`src/rtl/ws2812_pkg.sv`:
```
// Shared WS2812 constants, word type and receiver FSM encoding.
// The timing cycle counts assume a 27 MHz clock; the transmitter imports the same package.
package ws2812_pkg;

  localparam int unsigned CLK_FRE      = 27_000_000;
  localparam int unsigned WS2812_WIDTH = 24;
  localparam int unsigned T_BIT_THRESH = 16;
  localparam int unsigned T_HIGH_MAX   = 54;
  localparam int unsigned T_RESET      = 1350;
  localparam int unsigned IDX_W        = 9;

  localparam int unsigned LCNT_W = $clog2(T_RESET + 1);
  localparam int unsigned HCNT_W = $clog2(T_HIGH_MAX + 1);
  localparam int unsigned BCNT_W = $clog2(WS2812_WIDTH);

  typedef logic [WS2812_WIDTH-1:0] ws2812_word_t;

  typedef enum logic [1:0] {
    IDLE      = 2'd0,
    WAIT_HIGH = 2'd1,
    MEAS_HIGH = 2'd2,
    MEAS_LOW  = 2'd3
  } ws2812_state_t;

endpackage

```
`src/rtl/ws2812_rx_if.sv`:
```
// Decoded-word output bundle of the WS2812 receiver.
interface ws2812_rx_if;
  import ws2812_pkg::*;

  ws2812_word_t     data_out;
  logic             data_valid;
  logic [IDX_W-1:0] led_index;
  logic             frame_done;
  logic             bit_err;

  modport master (
    output data_out,
    output data_valid,
    output led_index,
    output frame_done,
    output bit_err
  );

  modport slave (
    input data_out,
    input data_valid,
    input led_index,
    input frame_done,
    input bit_err
  );

endinterface

```
`src/rtl/ws2812_sync_edge.sv`:
```
// Two-flop synchroniser for the asynchronous WS2812 line plus registered edge pulses.
module ws2812_sync_edge (
  input  logic clk,
  input  logic rst,
  input  logic din,
  output logic din_s,
  output logic rise,
  output logic fall
);

  logic din_m;
  logic din_d;

  always_ff @(posedge clk) begin
    if (rst) begin
      din_m <= 1'b0;
      din_s <= 1'b0;
      din_d <= 1'b0;
      rise  <= 1'b0;
      fall  <= 1'b0;
    end else begin
      din_m <= din;
      din_s <= din_m;
      din_d <= din_s;
      rise  <= din_s & ~din_d;
      fall  <= ~din_s & din_d;
    end
  end

endmodule

```
`src/rtl/ws2812_rx.sv`:
```
// WS2812 single-wire decoder: classifies high pulses into bits, assembles
// LSB-first 24-bit words and flags frame boundaries on the reset-low period.
module ws2812_rx
  import ws2812_pkg::*;
(
  input  logic            clk,
  input  logic            rst,
  input  logic            din,
  ws2812_rx_if.master     rx
);

  logic din_s;
  logic rise;
  logic fall;

  ws2812_sync_edge u_sync (
    .clk   (clk),
    .rst   (rst),
    .din   (din),
    .din_s (din_s),
    .rise  (rise),
    .fall  (fall)
  );

  ws2812_state_t             state_q,     state_d;
  logic [LCNT_W-1:0]         lcnt_q,      lcnt_d;
  logic [HCNT_W-1:0]         hcnt_q,      hcnt_d;
  logic [BCNT_W-1:0]         bit_cnt_q,   bit_cnt_d;
  logic [WS2812_WIDTH-2:0]   shreg_q,     shreg_d;
  logic [IDX_W-1:0]          word_cnt_q,  word_cnt_d;
  ws2812_word_t              data_out_q,  data_out_d;
  logic [IDX_W-1:0]          led_index_q, led_index_d;
  logic                      dv_q,        dv_d;
  logic                      fd_q,        fd_d;
  logic                      err_q,       err_d;
  logic                      bit_c;

  assign bit_c = (hcnt_q >= HCNT_W'(T_BIT_THRESH));

  always_ff @(posedge clk) begin
    if (rst) begin
      state_q     <= IDLE;
      lcnt_q      <= '0;
      hcnt_q      <= '0;
      bit_cnt_q   <= '0;
      shreg_q     <= '0;
      word_cnt_q  <= '0;
      data_out_q  <= '0;
      led_index_q <= '0;
      dv_q        <= 1'b0;
      fd_q        <= 1'b0;
      err_q       <= 1'b0;
    end else begin
      state_q     <= state_d;
      lcnt_q      <= lcnt_d;
      hcnt_q      <= hcnt_d;
      bit_cnt_q   <= bit_cnt_d;
      shreg_q     <= shreg_d;
      word_cnt_q  <= word_cnt_d;
      data_out_q  <= data_out_d;
      led_index_q <= led_index_d;
      dv_q        <= dv_d;
      fd_q        <= fd_d;
      err_q       <= err_d;
    end
  end

  // Edges arrive one cycle after din_s, so hcnt/lcnt measure the exact pin pulse length.
  always_comb begin
    state_d     = state_q;
    lcnt_d      = lcnt_q;
    hcnt_d      = hcnt_q;
    bit_cnt_d   = bit_cnt_q;
    shreg_d     = shreg_q;
    word_cnt_d  = word_cnt_q;
    data_out_d  = data_out_q;
    led_index_d = led_index_q;
    dv_d        = 1'b0;
    fd_d        = 1'b0;
    err_d       = 1'b0;

    case (state_q)
      IDLE: begin
        bit_cnt_d = '0;
        if (din_s) begin
          lcnt_d = '0;
        end else if (lcnt_q == LCNT_W'(T_RESET - 1)) begin
          lcnt_d  = '0;
          state_d = WAIT_HIGH;
        end else begin
          lcnt_d = lcnt_q + LCNT_W'(1);
        end
      end

      WAIT_HIGH: begin
        if (rise) begin
          hcnt_d  = HCNT_W'(1);
          state_d = MEAS_HIGH;
        end
      end

      MEAS_HIGH: begin
        if (fall) begin
          shreg_d = {bit_c, shreg_q[WS2812_WIDTH-2:1]};
          lcnt_d  = LCNT_W'(1);
          state_d = MEAS_LOW;
          if (bit_cnt_q == BCNT_W'(WS2812_WIDTH - 1)) begin
            data_out_d  = {bit_c, shreg_q};
            dv_d        = 1'b1;
            led_index_d = word_cnt_q;
            bit_cnt_d   = '0;
            if (word_cnt_q != '1) begin
              word_cnt_d = word_cnt_q + IDX_W'(1);
            end
          end else begin
            bit_cnt_d = bit_cnt_q + BCNT_W'(1);
          end
        end else if (hcnt_q == HCNT_W'(T_HIGH_MAX - 1)) begin
          // Stuck-high line: drop the partial word and re-qualify with a full reset-low.
          hcnt_d    = HCNT_W'(T_HIGH_MAX);
          err_d     = 1'b1;
          bit_cnt_d = '0;
          lcnt_d    = '0;
          state_d   = IDLE;
        end else begin
          hcnt_d = hcnt_q + HCNT_W'(1);
        end
      end

      MEAS_LOW: begin
        if (rise) begin
          hcnt_d  = HCNT_W'(1);
          state_d = MEAS_HIGH;
        end else if (lcnt_q == LCNT_W'(T_RESET - 1)) begin
          lcnt_d      = LCNT_W'(T_RESET);
          fd_d        = 1'b1;
          err_d       = (bit_cnt_q != '0);
          bit_cnt_d   = '0;
          word_cnt_d  = '0;
          led_index_d = '0;
          state_d     = WAIT_HIGH;
        end else begin
          lcnt_d = lcnt_q + LCNT_W'(1);
        end
      end

      default: state_d = IDLE;
    endcase
  end

  assign rx.data_out   = data_out_q;
  assign rx.data_valid = dv_q;
  assign rx.led_index  = led_index_q;
  assign rx.frame_done = fd_q;
  assign rx.bit_err    = err_q;

endmodule

```
`src/flat_wrapper.sv`:
```
// flat-port wrapper written by rule: the top's interface ports become plain ports
module ws2812_rx_flat import ws2812_pkg::*;
  (clk, rst, din, rx_data_out, rx_data_valid, rx_led_index, rx_frame_done, rx_bit_err);
  ws2812_rx_if rx_i ();
  input  logic clk;
  input  logic rst;
  input  logic din;
  output wire logic [$bits(rx_i.data_out)-1:0] rx_data_out;
  output wire logic [$bits(rx_i.data_valid)-1:0] rx_data_valid;
  output wire logic [$bits(rx_i.led_index)-1:0] rx_led_index;
  output wire logic [$bits(rx_i.frame_done)-1:0] rx_frame_done;
  output wire logic [$bits(rx_i.bit_err)-1:0] rx_bit_err;
  assign rx_data_out = rx_i.data_out;
  assign rx_data_valid = rx_i.data_valid;
  assign rx_led_index = rx_i.led_index;
  assign rx_frame_done = rx_i.frame_done;
  assign rx_bit_err = rx_i.bit_err;
  ws2812_rx u_core (.clk(clk), .rst(rst), .din(din), .rx(rx_i));
endmodule
```
`config.mk`:
```
export PLATFORM = sky130hd
export DESIGN_NAME = ws2812_rx_flat
export DESIGN_NICKNAME = d
export VERILOG_FILES = /design/src/rtl/ws2812_pkg.sv /design/src/rtl/ws2812_rx_if.sv /design/src/rtl/ws2812_sync_edge.sv /design/src/rtl/ws2812_rx.sv /design/src/flat_wrapper.sv
export SDC_FILE = /design/constraint.sdc
export NUM_CORES = 1
export LEC_CHECK = 0
export BUFFER_PORTS_ARGS = -buffer_cell sky130_fd_sc_hd__buf_2
export CORE_MARGIN = 1.5
export CORE_UTILIZATION = 53
export CTS_CLUSTER_SIZE = 30
export DETAILED_ROUTE_END_ITERATION = 8
export PLACE_DENSITY_LB_ADDON = 0.1
export SYNTH_ARGS = -nofsm -noshare
export SYNTH_HDL_FRONTEND = slang
export SYNTH_SLANG_ARGS = --single-unit
```
`constraint.sdc`:
```
create_clock -name clk -period 2.3 [get_ports clk]
set_clock_uncertainty 0.2 [all_clocks]
set_input_delay 0.23 -clock clk [delete_from_list [all_inputs] [get_ports clk]]
set_output_delay 0.23 -clock clk [all_outputs]
set_load 0.1 [all_outputs]
```
==> flow_metrics.tcl, run 1 <==
set metrics [dict create \
    antenna_cells 0 \
    yosysUniqueCellTypes 57 \
    synth_area_leaders "dfxtp_1, nand2_1, a21oi_1" \
    vias 3551 \
    antenna_found_initial 0 \
    grt_first_pass_wirelength_um 15100 \
    synth-xor-area-share_pct 0.655 \
    p_per_area_mw_per_mm2 610 \
    crit_type "reg2reg" \
    dp_hpwl_um 5820 \
    crit_fanout 8 \
    outcome "finished clean" \
    synthAdderAreaFrac_pct 2.50 \
    io_pins 39 \
    synth.ff_latch_count 97 \
    hold_class "reg2reg" \
    synthesis.instances 489 \
    cp.required_ns 2.40 \
    cp-start-kind "flip-flop" \
    die-area_sq_mm 0.00810 \
    grt.total_usage_pct 22.6 \
    ys_async_sr_fraction_pct 0 \
    io_buffers 38 \
    gr-total-overflow 0 \
    fill_cells 683 \
    clock.fmax_mhz 449 \
    synth_area_leader_cell "dfxtp_1" \
    setup_viol 0 \
    yosysSeqAreaShare_pct 48.4 \
    grt_max_degree 43 \
    ys.flop_type "dfxtp_1" \
    synth_top_area_share_pct 48.4 \
    start_util_pct 55.0 \
    tns_ns 0 \
    die_h_um 90.0 \
    hold_start "u_core.u_sync.din_d$_SDFF_PP0_" \
    grt_pass1_vias 3364 \
    synth.avg_cell_area_sq_um 8.20 \
    final_common_cell "nand2_1" \
    drtIter0Drc 171 \
    setup_slack_ns 0.0720 \
    clk_latency_ns 0.37 \
    syn-cell-area_sq_mm 0.00401 \
    relSlewSlack_pct 60.8 \
    leakagePower_nw 1.74 \
    die_x_um 90.0 \
    peakVddDrop_mv 0.303 \
    finish.utilization_pct 64.2 \
    cts_inserted_buffers 9 \
    dp_cells 620 \
    slew_viol_final 0 \
    wirelength_um 8610 \
    cts.sinks 97 \
    final_cells 641 \
    first_pass_iters 4 \
    period_minus_slack_ns 2.23 \
    place_worst_setup_slack_ns 0.0400 \
    arrival_ns 2.33 \
    layout-drive-gt1-share_pct 19.2 \
    final_nets 548 \
    cts_tree "yes" \
    muxShareOfSynthArea_pct 0.250 \
    synth-edff-count 0 \
    area_growth_pct 16.8 \
    synth_compound_area_share_pct 19.8 \
    synth.net_count 500 \
    place.gp.congestion 0.885 \
    cts-root-buf "clkbuf_8" \
    placed_area_sq_mm 0.00440 \
    hold_ws_ns 0.209 \
    setup.worst_path.end_class "flip-flop" \
    rows 31 \
    critPathLaunch "u_core.lcnt_q[5]$_SDFFE_PP0P_" \
    mostFrequentLayoutCells "nand2_1, dfxtp_1, a21oi_1" \
    cap_violations 0 \
    hold_viol_final 0 \
    clockBufferDepth 2 \
    coreArea_sq_mm 0.00729 \
    path_clk_slew_ns 0.09 \
    worst_slew_pin_slew_ns 0.588 \
    post_drt_wl_per_cell_um 13.4 \
    fin_crit_sh_pct 96.9 \
    synth-simple-area-share_pct 24.3 \
    fin_area_sq_mm 0.00468 \
    antenna_left 0 \
    synth_top_family_by_area "simple AND/OR/NAND/NOR gates" \
    htreeDepth 3 \
    vias_per_cell 5.54 \
    drcViolationCount 0 \
    p_total_mw 2.86 \
    yosys_warnings 0 \
    reg2reg_from "u_core.lcnt_q[5]$_SDFFE_PP0P_" \
]
==> layer usage <==
layer	routed length (um)	track usage, %	vias to the layer above
li1	-	-	1805
met1	4130	29.1	1650
met2	3980	36.9	81
met3	348	4.74	15
met4	153	9.39	0
met5	0	0	-
==> flip-flops by register name, summed over array words and instances (netlist names), 2 cells and up <==
| signal | count |
|---|---|
| u_core.bit_cnt_q | 5 |
| u_core.hcnt_q | 6 |
| u_core.lcnt_q | 11 |
| u_core.rx.data_out | 24 |
| u_core.rx.led_index | 9 |
| u_core.shreg_q | 23 |
| u_core.state_q | 2 |
| u_core.word_cnt_q | 9 |
==> worst max-delay path, stage by stage, from the launching register on <==
cell and delay [ns]:
dfxtp_2 0.33, or4b_4 0.56, nor4_4 0.33, nor2_4 0.11
or4_4 0.49, a21oi_2 0.14
==> Yosys cell counts, types with 4 or more instances <==
library cell  count
nor2b_1           6
a21oi_1          70
o21ai_0          28
nor2_1           22
ha_1              8
inv_1            12
or4_1             4
buf_1             5
nor3_1           10
a21o_1            5
nand2_1         110
o31ai_1           5
dfxtp_1          97
clkbuf_1         21
nand4_1           4
nand3_1          17
==> area by class of cell <==
cell class                      count  area (sq um)  share of cell area, %
Timing Repair Buffer               66           418                   8.93
Inverter                           12          45.0                  0.962
Tap cell                           99           124                   2.65
Multi-Input combinational cell    351          1950                   41.7
Clock buffer                       10           138                   2.94
Sequential cell                    97          1950                   41.6
Clock inverter                      6          61.3                   1.31
==> where the power goes <==
part	switching [mW]	internal, mW
Sequential	0.00517	1.69
Clock	0.633	0.447
Combinational	0.0547	0.0316
Total	0.693	2.16
==> final timing paths <==
kind                                        to  slack, ns  depth (start not counted)
min              u_core.u_sync.rise$_SDFF_PP0_       0.21                          1
min reg2reg      u_core.u_sync.rise$_SDFF_PP0_       0.21                          1
max reg2reg  u_core.word_cnt_q[7]$_SDFFE_PP0P_       0.07                          5
max          u_core.word_cnt_q[7]$_SDFFE_PP0P_       0.07                          5
==> what timing repair did <==
action                                  4_1_cts  5_1_grt
hold buffers                                  2        0
resized for setup                             0       12
setup buffers                                 0        3
endpoints found under the setup margin        0        7
hold endpoints to repair                      7        0
==> cell families after synthesis <==
| kind of cell | count (synthesis) |
|---|---|
| AND/OR/NAND/NOR | 204 |
| flip-flops | 97 |
| multiplexers | 1 |
| AO/OA/AOI/OAI | 135 |
| buffers and inverters | 41 |
| adder cells (fa/ha/maj) | 8 |
| XOR/XNOR | 3 |
(Power assumes the default switching activity.)
==> inputs of run 2 (changes only) <==
--- a/config.mk
+++ b/config.mk
@@ -5,6 +5,7 @@
 export SDC_FILE = /design/constraint.sdc
 export NUM_CORES = 1
 export LEC_CHECK = 0
+export ABC_AREA = 1
 export BUFFER_PORTS_ARGS = -buffer_cell sky130_fd_sc_hd__buf_2
 export CORE_MARGIN = 1.5
 export CORE_UTILIZATION = 53
==> flow_metrics.tcl, run 2 <==
set metrics [dict create \
    synth_most_common_cell "nand2_1" \
    final_common_cell "nand2_1" \
    path_clk_slew_ns 0.10 \
    hold_start "rst" \
    setup_slack_ns 0.252 \
    antenna_cells 0 \
    die_h_um 91.9 \
    muxShareOfSynthArea_pct 0 \
    antenna_left 0 \
    synth_area_leaders "dfxtp_1, nand2_1, a21oi_1" \
    antenna_found_initial 0 \
    post_cts_buffers 0 \
    grt_pass1_vias 3396 \
    synthAdderAreaFrac_pct 2.39 \
    synth-xor-area-share_pct 1.05 \
    yosysUniqueCellTypes 37 \
    peakVddDrop_mv 0.435 \
    drtIter0Drc 139 \
    mostFrequentLayoutCells "nand2_1, dfxtp_1, inv_1" \
    clockBufferDepth 2 \
    io_pins 39 \
    vias_per_cell 5.17 \
    ys_async_sr_fraction_pct 0 \
    clk_latency_ns 0.36 \
    tns_ns 0 \
    largest_register_ffs 24 \
    synth.avg_cell_area_sq_um 7.45 \
    reg2reg_from "u_core.word_cnt_q[1]$_SDFFE_PP0P_" \
    first_pass_iters 5 \
    syn-cell-area_sq_mm 0.00419 \
    synth-simple-area-share_pct 24.5 \
    critPathLaunch "u_core.word_cnt_q[1]$_SDFFE_PP0P_" \
    final_nets 605 \
    yosysSeqAreaShare_pct 46.4 \
    synth.ff_latch_count 97 \
    grt.total_usage_pct 21.7 \
    grt_first_pass_wirelength_um 14900 \
    worst_slew_pin_slew_ns 0.500 \
    synth_area_leader_cell "dfxtp_1" \
    synth-edff-count 0 \
    cts_tree "yes" \
    area_growth_pct 10.6 \
    cp-start-kind "flip-flop" \
    grt_setup_unrepaired "no" \
    crit_type "reg2reg" \
    crit_path_top_delay_cell "dfxtp_1" \
    fin_crit_sh_pct 89.0 \
    cts.sinks 97 \
    synth_common_cells "nand2_1, dfxtp_1, inv_1" \
    setup_viol 0 \
    dp_hpwl_um 5730 \
    vias 3625 \
    drcViolationCount 0 \
    post_drt_wl_per_cell_um 12.0 \
    cap_violations 0 \
    gr-total-overflow 0 \
    slew_viol_final 0 \
    leakagePower_nw 1.84 \
    relSlewSlack_pct 66.9 \
    rows 32 \
    fill_cells 724 \
    outcome "finished clean" \
    hold_class "in2reg" \
    place.gp.congestion 0.800 \
    wirelength_um 8450 \
    grt_max_degree 48 \
    critPathMaxStageDelay_ns 0.43 \
    p_total_mw 2.84 \
    hold_viol_final 0 \
    io_buffers 38 \
    setup.worst_path.end_class "flip-flop" \
    die-area_sq_mm 0.00845 \
    p_per_area_mw_per_mm2 613 \
    cts_inserted_buffers 9 \
    cp_cell_sequence "ha_1, nand2_1, nor2_1, nand3_1, nor2_1, ha_1, nand2_2, nand3_4, nand2_1, a21oi_1" \
    rr_worst_depth 10 \
    ys.flop_type "dfxtp_1" \
    arrival_ns 2.14 \
    synth.net_count 573 \
    coreArea_sq_mm 0.00769 \
    place_worst_setup_slack_ns 0.294 \
    cts-root-buf "clkbuf_8" \
    synth_top_area_share_pct 46.4 \
    period_minus_slack_ns 2.05 \
    synth_top_family_by_area "simple AND/OR/NAND/NOR gates" \
    cp.required_ns 2.40 \
    die_x_um 91.9 \
    synth_compound_area_share_pct 16.4 \
    yosys_warnings 0 \
    holdPathStages 4 \
    start_util_pct 54.5 \
    clock.fmax_mhz 488 \
    crit_fanout 10 \
    layout-drive-gt1-share_pct 14.2 \
    synthesis.instances 562 \
    htreeDepth 3 \
]
[run 2: cells by family after synthesis]
kind of cell             after synthesis
AND/OR/NAND/NOR                      225
adder cells (fa/ha/maj)                8
XOR/XNOR                               5
flip-flops                            97
AO/OA/AOI/OAI                        129
buffers and inverters                 98
[run 2: worst paths after layout]
kind,slack (ns),end
max,0.25,u_core.word_cnt_q[3]$_SDFFE_PP0P_
min,0.14,u_core.word_cnt_q[0]$_SDFFE_PP0P_
max reg2reg,0.25,u_core.word_cnt_q[3]$_SDFFE_PP0P_
min reg2reg,0.22,u_core.u_sync.din_s$_SDFF_PP0_
[run 2: per-stage QoR]
| stage | util (%) | hold WS [ns] | cells | cell area (sq um) |
|---|---|---|---|---|
| after floorplan | - | 0.137 | 562 | 4190 |
| after global placement | 57.7 | 0.203 | 684 | 4440 |
| after CTS | 60.3 | 0.138 | 701 | 4630 |
| after detailed placement | 57.7 | 0.199 | 684 | 4440 |
| after global routing | 60.3 | 0.221 | 701 | 4630 |
| final | 60.3 | 0.145 | 701 | 4630 |
[run 2: worst max-delay path, delay by kind of cell, from the launching register on]
kind | cells | cell delay [ns]
simple gates | 7 | 0.79
fa+ha+maj | 2 | 0.41
flops | 1 | 0.43
compound gates | 1 | 0.13
[run 2: final cells by class]
type	count	area, sq um	share of cell area, %
tap	102	128	2.76
inverter	74	279	6.02
clock inverter	7	58.8	1.27
clock buffer	9	124	2.67
sequential	97	1940	41.9
timing repair buffer	45	245	5.29
multi-input combinational	367	1860	40.1
[run 2: metal layers]
metal | up-vias | GRT usage, % | share of wire (%)
li1 | 1890 | - | -
met1 | 1641 | 26.8 | 48
met2 | 84 | 36.5 | 46
met3 | 10 | 4.39 | 4.4
met4 | 0 | 9.62 | 1.7
met5 | - | 0 | 0
[run 2: power by group]
group | total (mW) | internal [mW] | switching, mW
logic | 0.0959 | 0.0305 | 0.0653
clock network | 1.04 | 0.413 | 0.629
registers | 1.70 | 1.69 | 0.0125
[run 2: timing repair]
| item | CTS | global route |
|---|---|---|
| gates resized for setup | 0 | 0 |
| endpoints found under the hold margin | 1 | 0 |
| hold buffers | 1 | 0 |
==> inputs of run 3 (changes only) <==
--- a/config.mk
+++ b/config.mk
@@ -8,7 +8,7 @@
 export ABC_AREA = 1
 export BUFFER_PORTS_ARGS = -buffer_cell sky130_fd_sc_hd__buf_2
 export CORE_MARGIN = 1.5
-export CORE_UTILIZATION = 53
+export CORE_UTILIZATION = 63
 export CTS_CLUSTER_SIZE = 30
 export DETAILED_ROUTE_END_ITERATION = 8
 export PLACE_DENSITY_LB_ADDON = 0.1
==> constraint.sdc (replaced) <==
create_clock -name clk -period 2.4 [get_ports clk]
set_clock_uncertainty 0.2 [all_clocks]
set_input_delay 0.24 -clock clk [delete_from_list [all_inputs] [get_ports clk]]
set_output_delay 0.24 -clock clk [all_outputs]
set_load 0.1 [all_outputs]
==> flow_metrics.tcl, run 3 (synthesized netlist as in run 2, its figures left out) <==
set metrics [dict create \
    final_common_cell "nand2_1" \
    cpLargestDelayFamily "simple AND/OR/NAND/NOR gates" \
    drtIter0Drc 211 \
    antenna_left 0 \
    die_x_um 84.5 \
    period_minus_slack_ns 2.08 \
    cts_inserted_buffers 9 \
    clockBufferDepth 2 \
    first_pass_iters 4 \
    mostFrequentLayoutCells "nand2_1, dfxtp_1, inv_1" \
    coreArea_sq_mm 0.00639 \
    rows 29 \
    cts_resized 0 \
    hold_class "in2reg" \
    relSlewSlack_pct 66.7 \
    p_per_area_mw_per_mm2 594 \
    path_clk_slew_ns 0.10 \
    antenna_found_initial 0 \
    fin_area_sq_mm 0.00460 \
    clock.fmax_mhz 481 \
    crit_path_top_delay_cell "dfxtp_1" \
    largest_register_ffs 24 \
    crit_buf_inv 0 \
    fin_crit_sh_pct 86.6 \
    placed_area_sq_mm 0.00440 \
    final_cells 675 \
    post_drt_wl_per_cell_um 12.9 \
    setup.worst_path.end_class "flip-flop" \
    peakVddDrop_mv 0.606 \
    clk_latency_ns 0.36 \
    layout-drive-gt1-share_pct 14.0 \
    htreeDepth 3 \
    ctsHoldBuffers 1 \
    finish.utilization_pct 72.0 \
    drcViolationCount 0 \
    worst_slew_pin_slew_ns 0.503 \
    crit_type "reg2reg" \
    cp_cell_sequence "ha_1, nand2_1, nor2_1, nand3_1, nor2_1, ha_1, nand2_2, nand3_4, nand2_1, a21oi_1" \
    outcome "finished clean" \
    cts.sinks 97 \
    die_h_um 84.5 \
    gr-total-overflow 0 \
    io_pins 39 \
    grt_first_pass_wirelength_um 14600 \
    place.gp.congestion 0.901 \
    slew_viol_final 0 \
    dp_hpwl_um 5900 \
    area_growth_pct 9.74 \
    final_nets 604 \
    die-area_sq_mm 0.00715 \
    hold_viol_final 0 \
    post_cts_buffers 0 \
    crit_fanout 10 \
    cts_tree "yes" \
    cp.required_ns 2.50 \
    grt.total_usage_pct 24.7 \
    leakagePower_nw 1.84 \
    vias 3660 \
    grt_pass1_vias 3291 \
    wirelength_um 8700 \
    vias_per_cell 5.42 \
    tns_ns 0 \
    cap_violations 0 \
    grt_setup_unrepaired "no" \
    arrival_ns 2.17 \
    dp_cells 658 \
    grt_max_degree 48 \
    setup_viol 0 \
    antenna_cells 0 \
    cp-start-kind "flip-flop" \
    cts-root-buf "clkbuf_8" \
    io_buffers 38 \
    critPathMaxStageDelay_ns 0.42 \
    start_util_pct 65.6 \
    p_total_mw 2.73 \
]
run 3: changes by cell type in the layout (fill, tap and decap cells not counted), sizes merged:
cell      previous run  this run
inv                 77        76
buf                 44        43
clkinv               3         5
clkinvlp             1         0
run 3: path summary, 6_finish.rpt:
kind	end	cells after the start	startpoint	slack, ns
hold / removal	u_core.lcnt_q[0]$_SDFFE_PP0P_	4	rst	0.09
setup reg to reg	u_core.word_cnt_q[7]$_SDFFE_PP0P_	10	u_core.word_cnt_q[1]$_SDFFE_PP0P_	0.32
setup / recovery	u_core.word_cnt_q[7]$_SDFFE_PP0P_	10	u_core.word_cnt_q[1]$_SDFFE_PP0P_	0.32
hold reg to reg	u_core.u_sync.din_s$_SDFF_PP0_	2	u_core.u_sync.din_m$_SDFF_PP0_	0.24
run 3: final cells by class:
type / count / area (sq um)
Clock buffer: 9 / 124
Clock inverter: 7 / 62.6
Fill cell: 527 / 1790
Inverter: 74 / 279
Multi-Input combinational cell: 367 / 1860
Sequential cell: 97 / 1940
Tap cell: 77 / 96.3
Timing Repair Buffer: 44 / 238
run 3: report_power, final:
group	internal (mW)	switching (mW)	leakage (nW)	total (mW)
clock network	0.399	0.609	0.0976	1.01
registers	1.62	0.0114	0.782	1.63
logic	0.0296	0.0644	0.956	0.0940
run 3: stage by stage:
step                      hold WS [ns]  worst slack, ns
after floorplan                  0.147            0.575
after global placement           0.210            0.438
after detailed placement         0.221            0.365
after CTS                       0.0883            0.318
after global routing             0.145           0.0898
final                           0.0917            0.322
run 3: per-layer routing:
metal	track usage, %	part of all wire (%)
met5	0	0
met4	6.60	0.72
met3	5.01	4.3
met2	40.7	47
met1	33.3	48
run 3: worst register-to-register path, delay by kind of cell, from the launching register on:
kind	cells	cell delay (ns)
flops	1	0.42
fa+ha+maj	2	0.41
compound gates	1	0.14
simple gates	7	0.85
